--- config.mk ---
export PLATFORM = sky130hd
export DESIGN_NAME = uart_rx_ctrl
export DESIGN_NICKNAME = d
export VERILOG_FILES = /design/src/rtl/uart_rx_ctrl.sv
export SDC_FILE = /design/constraint.sdc
export NUM_CORES = 1
export LEC_CHECK = 0
export BUFFER_PORTS_ARGS = -buffer_cell sky130_fd_sc_hd__buf_2
export CELL_PAD_IN_SITES_DETAIL_PLACEMENT = 1
export CELL_PAD_IN_SITES_GLOBAL_PLACEMENT = 2
export CORE_MARGIN = 5
export CORE_UTILIZATION = 33
export DETAILED_ROUTE_END_ITERATION = 12
export GPL_TIMING_DRIVEN = 0
export HOLD_SLACK_MARGIN = 0.1
export PLACE_DENSITY = 0.77
export SLEW_MARGIN = 20
export SYNTH_ARGS = -nofsm -noshare
export SYNTH_HDL_FRONTEND = slang
export SYNTH_SLANG_ARGS = --single-unit
--- constraint.sdc ---
create_clock -name clk -period 2.2 [get_ports clk]
set_input_delay 0.11 -clock clk [delete_from_list [all_inputs] [get_ports clk]]
set_output_delay 0.11 -clock clk [all_outputs]
set_load 0.05 [all_outputs]
--- src/rtl/uart_rx_ctrl.sv ---
// UART receive controller: line synchronizer, start detection, mid-bit sampling,
// LSB-first frame assembly and ready/read handoff with framing/overrun flags.
module uart_rx_ctrl #(
    parameter int unsigned CLKS_PER_BIT = 10,
    parameter int unsigned DATA_BITS    = 8
) (
    input  logic                 clk,
    input  logic                 rst,
    input  logic                 serial_in,
    input  logic                 data_read,
    output logic [DATA_BITS-1:0] rx_data,
    output logic                 data_ready,
    output logic                 framing_error,
    output logic                 overrun_error
);

    localparam int unsigned CW = $clog2(CLKS_PER_BIT);
    localparam int unsigned BW = $clog2(DATA_BITS + 1);
    localparam logic [CW-1:0] PERIOD_LAST = CW'(CLKS_PER_BIT - 1);
    localparam logic [CW-1:0] HALF_LAST   = CW'(CLKS_PER_BIT / 2 - 1);
    localparam logic [BW-1:0] BIT_LAST    = BW'(DATA_BITS - 1);

    typedef enum logic [2:0] {IDLE, START, DATA, STOP, LOAD} state_t;

    state_t                 state;
    logic                   sync1, sync2, prev;
    logic                   start_edge;
    logic [CW-1:0]          period_cnt;
    logic [CW-1:0]          period_inc;
    logic [BW-1:0]          bit_cnt;
    logic [DATA_BITS-1:0]   shift_reg;

    always_ff @(posedge clk) begin
        if (rst) begin
            sync1 <= 1'b1;
            sync2 <= 1'b1;
            prev  <= 1'b1;
        end else begin
            sync1 <= serial_in;
            sync2 <= sync1;
            prev  <= sync2;
        end
    end

    assign start_edge = prev & ~sync2;

    always_comb begin
        period_inc = (period_cnt == PERIOD_LAST) ? '0 : period_cnt + CW'(1);
    end

    always_ff @(posedge clk) begin
        if (rst) begin
            state         <= IDLE;
            period_cnt    <= '0;
            bit_cnt       <= '0;
            shift_reg     <= '0;
            rx_data       <= '0;
            data_ready    <= 1'b0;
            framing_error <= 1'b0;
            overrun_error <= 1'b0;
        end else begin
            // A read clears the flags unless LOAD below re-asserts data_ready.
            if (data_read) begin
                data_ready    <= 1'b0;
                overrun_error <= 1'b0;
            end
            case (state)
                IDLE: begin
                    period_cnt <= '0;
                    bit_cnt    <= '0;
                    if (start_edge) state <= START;
                end
                START: begin
                    if (period_cnt == HALF_LAST) begin
                        period_cnt <= '0;
                        state      <= sync2 ? IDLE : DATA;
                    end else begin
                        period_cnt <= period_inc;
                    end
                end
                DATA: begin
                    if (period_cnt == PERIOD_LAST) begin
                        period_cnt <= '0;
                        shift_reg  <= {sync2, shift_reg[DATA_BITS-1:1]};
                        bit_cnt    <= bit_cnt + BW'(1);
                        if (bit_cnt == BIT_LAST) state <= STOP;
                    end else begin
                        period_cnt <= period_inc;
                    end
                end
                STOP: begin
                    if (period_cnt == PERIOD_LAST) begin
                        period_cnt    <= '0;
                        framing_error <= ~sync2;
                        state         <= sync2 ? LOAD : IDLE;
                    end else begin
                        period_cnt <= period_inc;
                    end
                end
                LOAD: begin
                    period_cnt <= '0;
                    rx_data    <= shift_reg;
                    data_ready <= 1'b1;
                    if (data_ready && !data_read) overrun_error <= 1'b1;
                    state <= IDLE;
                end
                default: state <= IDLE;
            endcase
        end
    end

endmodule

==> summary by stage <==
Status
The flow ran to the end, and the final reports show no timing, DRC or antenna violations.

Cells and area
Summing all multi-input logic gate instances after layout gives roughly 650 sq um. The number of nets in the final layout is approximately 190. The fill cell total of the finished layout is 500. Across the whole layout, storage elements account for approximately 660 sq um. The share of layout cells above drive strength 1 is 0.166.

The area added between synthesis and finish is 17.4%. The repair_antennas step left the layout with diodes totalling 0.

Floorplan
The number of rows in the core area is 23. The effective utilization at floorplan is 0.342. From bottom edge to top edge, the die measures 74.6 um. The die covers approximately 5600 sq um.

The number of primary I/O pins is 15. The horizontal die dimension is about 75 um. The area of the core is roughly 4000 sq um.

Detailed routing
The number of design rule violations left after detail routing is 0. The routed length per instance is roughly 14 um. The pre-antenna-repair detailed-routing pass consisted of 4 iterations.

After the first detailed-routing iteration, the DRC count stood at 40. The number of antenna-violating nets in the routed design is 0. The routed layout has about 1200 vias. Summed over all layers, the routed wires come to approximately 3.3 mm. Dividing the detail-routed via count by the number of cells gives approximately 5.0.

Power and ir drop
Of the total power, the clock network draws 0.366. Summed over all nets, the switching power comes to 333 uW. The internal power of the cells is 891 uW. The reported leakage power is 0.000626 uW. The power per unit of standard cell area is approximately 760 nW/um^2.

The sequential cell fraction of total power is 0.516. Of the total power, the share spent switching nets is 0.272. The power consumption is ~1200 uW. The combinational group share of total power is 0.117. The worst-case IR drop observed on VDD is roughly 360 uV.

Logic synthesis
The library cell occupying the most area in the post-synthesis netlist is sky130_fd_sc_hd__dfxtp_1. Of the post-synthesis cell area, the dominant cell type holds 0.480. During synthesis, Yosys emitted a total of 0 warnings.

The sequential-to-total area share from yosys stat is 0.480. Synthesis handed over a netlist of about 160 instances. By area the synthesized netlist is led by sky130_fd_sc_hd__dfxtp_1 48%, sky130_fd_sc_hd__a21oi_1 8.7%, sky130_fd_sc_hd__nand2_1 7.6%, sky130_fd_sc_hd__nand3_1 4.7%, sky130_fd_sc_hd__ha_1 3.6%. The total nets after synthesis is approximately 170. The synthesized area divided by synthesized cell count is between 8 and 9 sq um. The cell area that synthesis handed to floorplanning was around 1400 sq um. The synthesized design contains 33 register bits. The number of library cell types mapped by synthesis is 36.

Place
At the end of routability-driven placement, the weighted congestion stood at 0.713. During placement, the flow inserted port buffers numbering 14. Once detailed placement completed, the half-perimeter wirelength came to roughly 2.3 mm.

GRT
Entering global routing, the biggest net connects 12 pins. Global routing finished with a remaining overflow of 0. The number of global-route vias before repair is around 1200. In the global route stage, met1 resource usage came out at 0.174. The number of antenna violations at the first check in global routing is 0. The first global-routing pass estimated 5.79 mm of wire.

In the global route stage, overall resource usage came out at 0.137. In this run the most used layer during global routing was met2. The met3 capacity usage during global routing is 0.0446.

For this run, global-route usage on met2 was measured as 0.217.

Worst setup path
The critical path endpoint category is a flop. The largest fanout on the critical path is 5. The largest single stage delay on the critical path is about 0.48 ns.

The critical path goes through inv_1, ha_1, nand3b_1, a32o_1, or4_1, a31oi_1. STA classifies the critical path startpoint as a flop. The instance count on the critical path is 6. Counting both buffers and inverters, the worst setup path holds a total of 1. The dominant delay contributor by cell family on the critical path is simple AND/OR/NAND/NOR gates. Counting cells, the worst reg-to-reg path comes to 6.

The critical path is of the reg -> reg type. On the critical path, the stage with the largest delay is an instance of sky130_fd_sc_hd__or4_1. The data arrival time at the worst-slack endpoint is 2.01 ns. Data on the critical path is required at its endpoint by between 2 and 2.5 ns.

Clock network
The post-cts resize count is 0. The maximum clock path buffer count is 2. The master cell of the clock root buffer is sky130_fd_sc_hd__clkbuf_8. TritonCTS created 5 clock buffers. The clock transition at the registers of the reported paths is around 0.07 ns. The clock sink count is 33. TritonCTS built the clock tree. CTS built an H-tree with a depth of 2. The post-CTS setup buffer count is 0. The clock insertion delay at the later pin of the skew report is just under 0.3 ns. After clock tree synthesis, the flow added hold-fix buffers numbering 2.

Timing
The total negative setup slack is 0 ns. The total count of max-transition violations in the final report is 0. Setup repair after global routing left no endpoint under its margin. The highest clock frequency the design can meet is approximately 560 MHz. The portion of the clock cycle consumed by the worst path in the final layout is 0.818.

The number of setup violations in the final report is 0. The relative slew slack is 0.642. The number of hold violations in the final report is 0. The worst path needs 1.80 ns of the cycle, external delays included. The slew at the pin closest to its max-slew limit is 0.536 ns.

The final clock skew is ~0.0085 ns.

Min path
The instance count along the most critical hold path is 3. The min-delay analysis places its worst path in the category in -> reg.

Job
The max capacitance violation total is 0.
power groups by stage:
stage | registers, uW | clock network, uW | logic (uW)
finish | 632 | 448 | 143
global placement | 644 | 0 | 133
CTS | 632 | 468 | 144
global route | 634 | 492 | 164
detailed placement | 645 | 0 | 141
floorplan | 640 | 0 | 108
worst min-delay path: stages:
cell and delay [ns]:
sky130_fd_sc_hd__buf_2 0.13, sky130_fd_sc_hd__or4_1 0.13, sky130_fd_sc_hd__a31oi_1 0.04
placed cells by master (no fill, tap or decap), drive strengths merged, types with 2 or more instances in the layout:
cell	n
dlygate4sd3	2
o21ai	2
xor2	2
nand2b	3
nand3	13
ha	4
dfxtp	33
nand2	28
a21oi	24
nor2	5
or3	2
nor3	7
and3	2
buf	20
clkbuf	10
clkinv	2
nand3b	2
and3b	2
or2	4
inv	4
routing by layer:
| layer | up-vias | wire, um |
|---|---|---|
| li1 | 605 | - |
| met1 | 557 | 1550 |
| met2 | 21 | 1530 |
| met3 | 6 | 143 |
| met4 | 0 | 51 |
| met5 | - | 0 |
metrics by stage:
| stage | utilization | cells | instance area (sq um) | hold WS [ns] | setup slack, ns |
|---|---|---|---|---|---|
| after global placement | 0.375 | 227 | 1510 | 0.289 | 0.510 |
| after floorplan | - | 163 | 1380 | 0.189 | 0.664 |
| after CTS | 0.401 | 237 | 1620 | 0.159 | 0.400 |
| after detailed placement | 0.375 | 227 | 1510 | 0.293 | 0.430 |
| final | 0.401 | 237 | 1620 | 0.174 | 0.401 |
| after global routing | 0.401 | 237 | 1620 | 0.201 | 0.299 |
logic make-up (layout without fill, tap and decap cells):
logic type | Yosys count | count (layout) | synth area share
simple gates | 74 | 74 | 0.271
compound gates | 33 | 33 | 0.137
flops | 33 | 33 | 0.480
buf+inv | 15 | 39 | 0.0473
fa+ha+maj | 4 | 4 | 0.0364
xor+xnor | 2 | 2 | 0.0127
mux | 2 | 2 | 0.0155
worst paths after layout:
path | start | endpoint | slack (ns)
min reg2reg | sync1$_SDFF_PP1_ | sync2$_SDFF_PP1_ | 0.41
max reg2reg | period_cnt[0]$_SDFFE_PP0P_ | state[1]$_SDFFE_PP0P_ | 0.40
min | rst | state[1]$_SDFFE_PP0P_ | 0.17
max | period_cnt[0]$_SDFFE_PP0P_ | state[1]$_SDFFE_PP0P_ | 0.40
synthesized netlist by cell type, drive strengths merged:
library cell and instances:
a31oi 1, and3 2, nor3 7, ha 4, buf 6, nand3b 2, or2 4, nor3b 1
a211oi 1, nor2b 1, a21boi 1, o21ba 1, clkbuf 5, o32a 1, nand3 13, o21ai 2
and3b 2, or4 1, a32o 1, nor4 1, a21oi 24, nor2 5, dfxtp 33, nand2b 3
o211ai 1, mux2 1, or3 2, and2 1, mux2i 1, nand2 28, nand4b 1, inv 4
xor2 2
area by class of cell:
class	count	area share
multi-input combinational	115	0.403
timing repair buffer	16	0.0558
inverter	4	0.00930
tap	50	0.0387
sequential	33	0.409
clock inverter	3	0.0108
clock buffer	5	0.0426
buffer	11	0.0310
No activity file was read; power rests on OpenSTA's default activity.
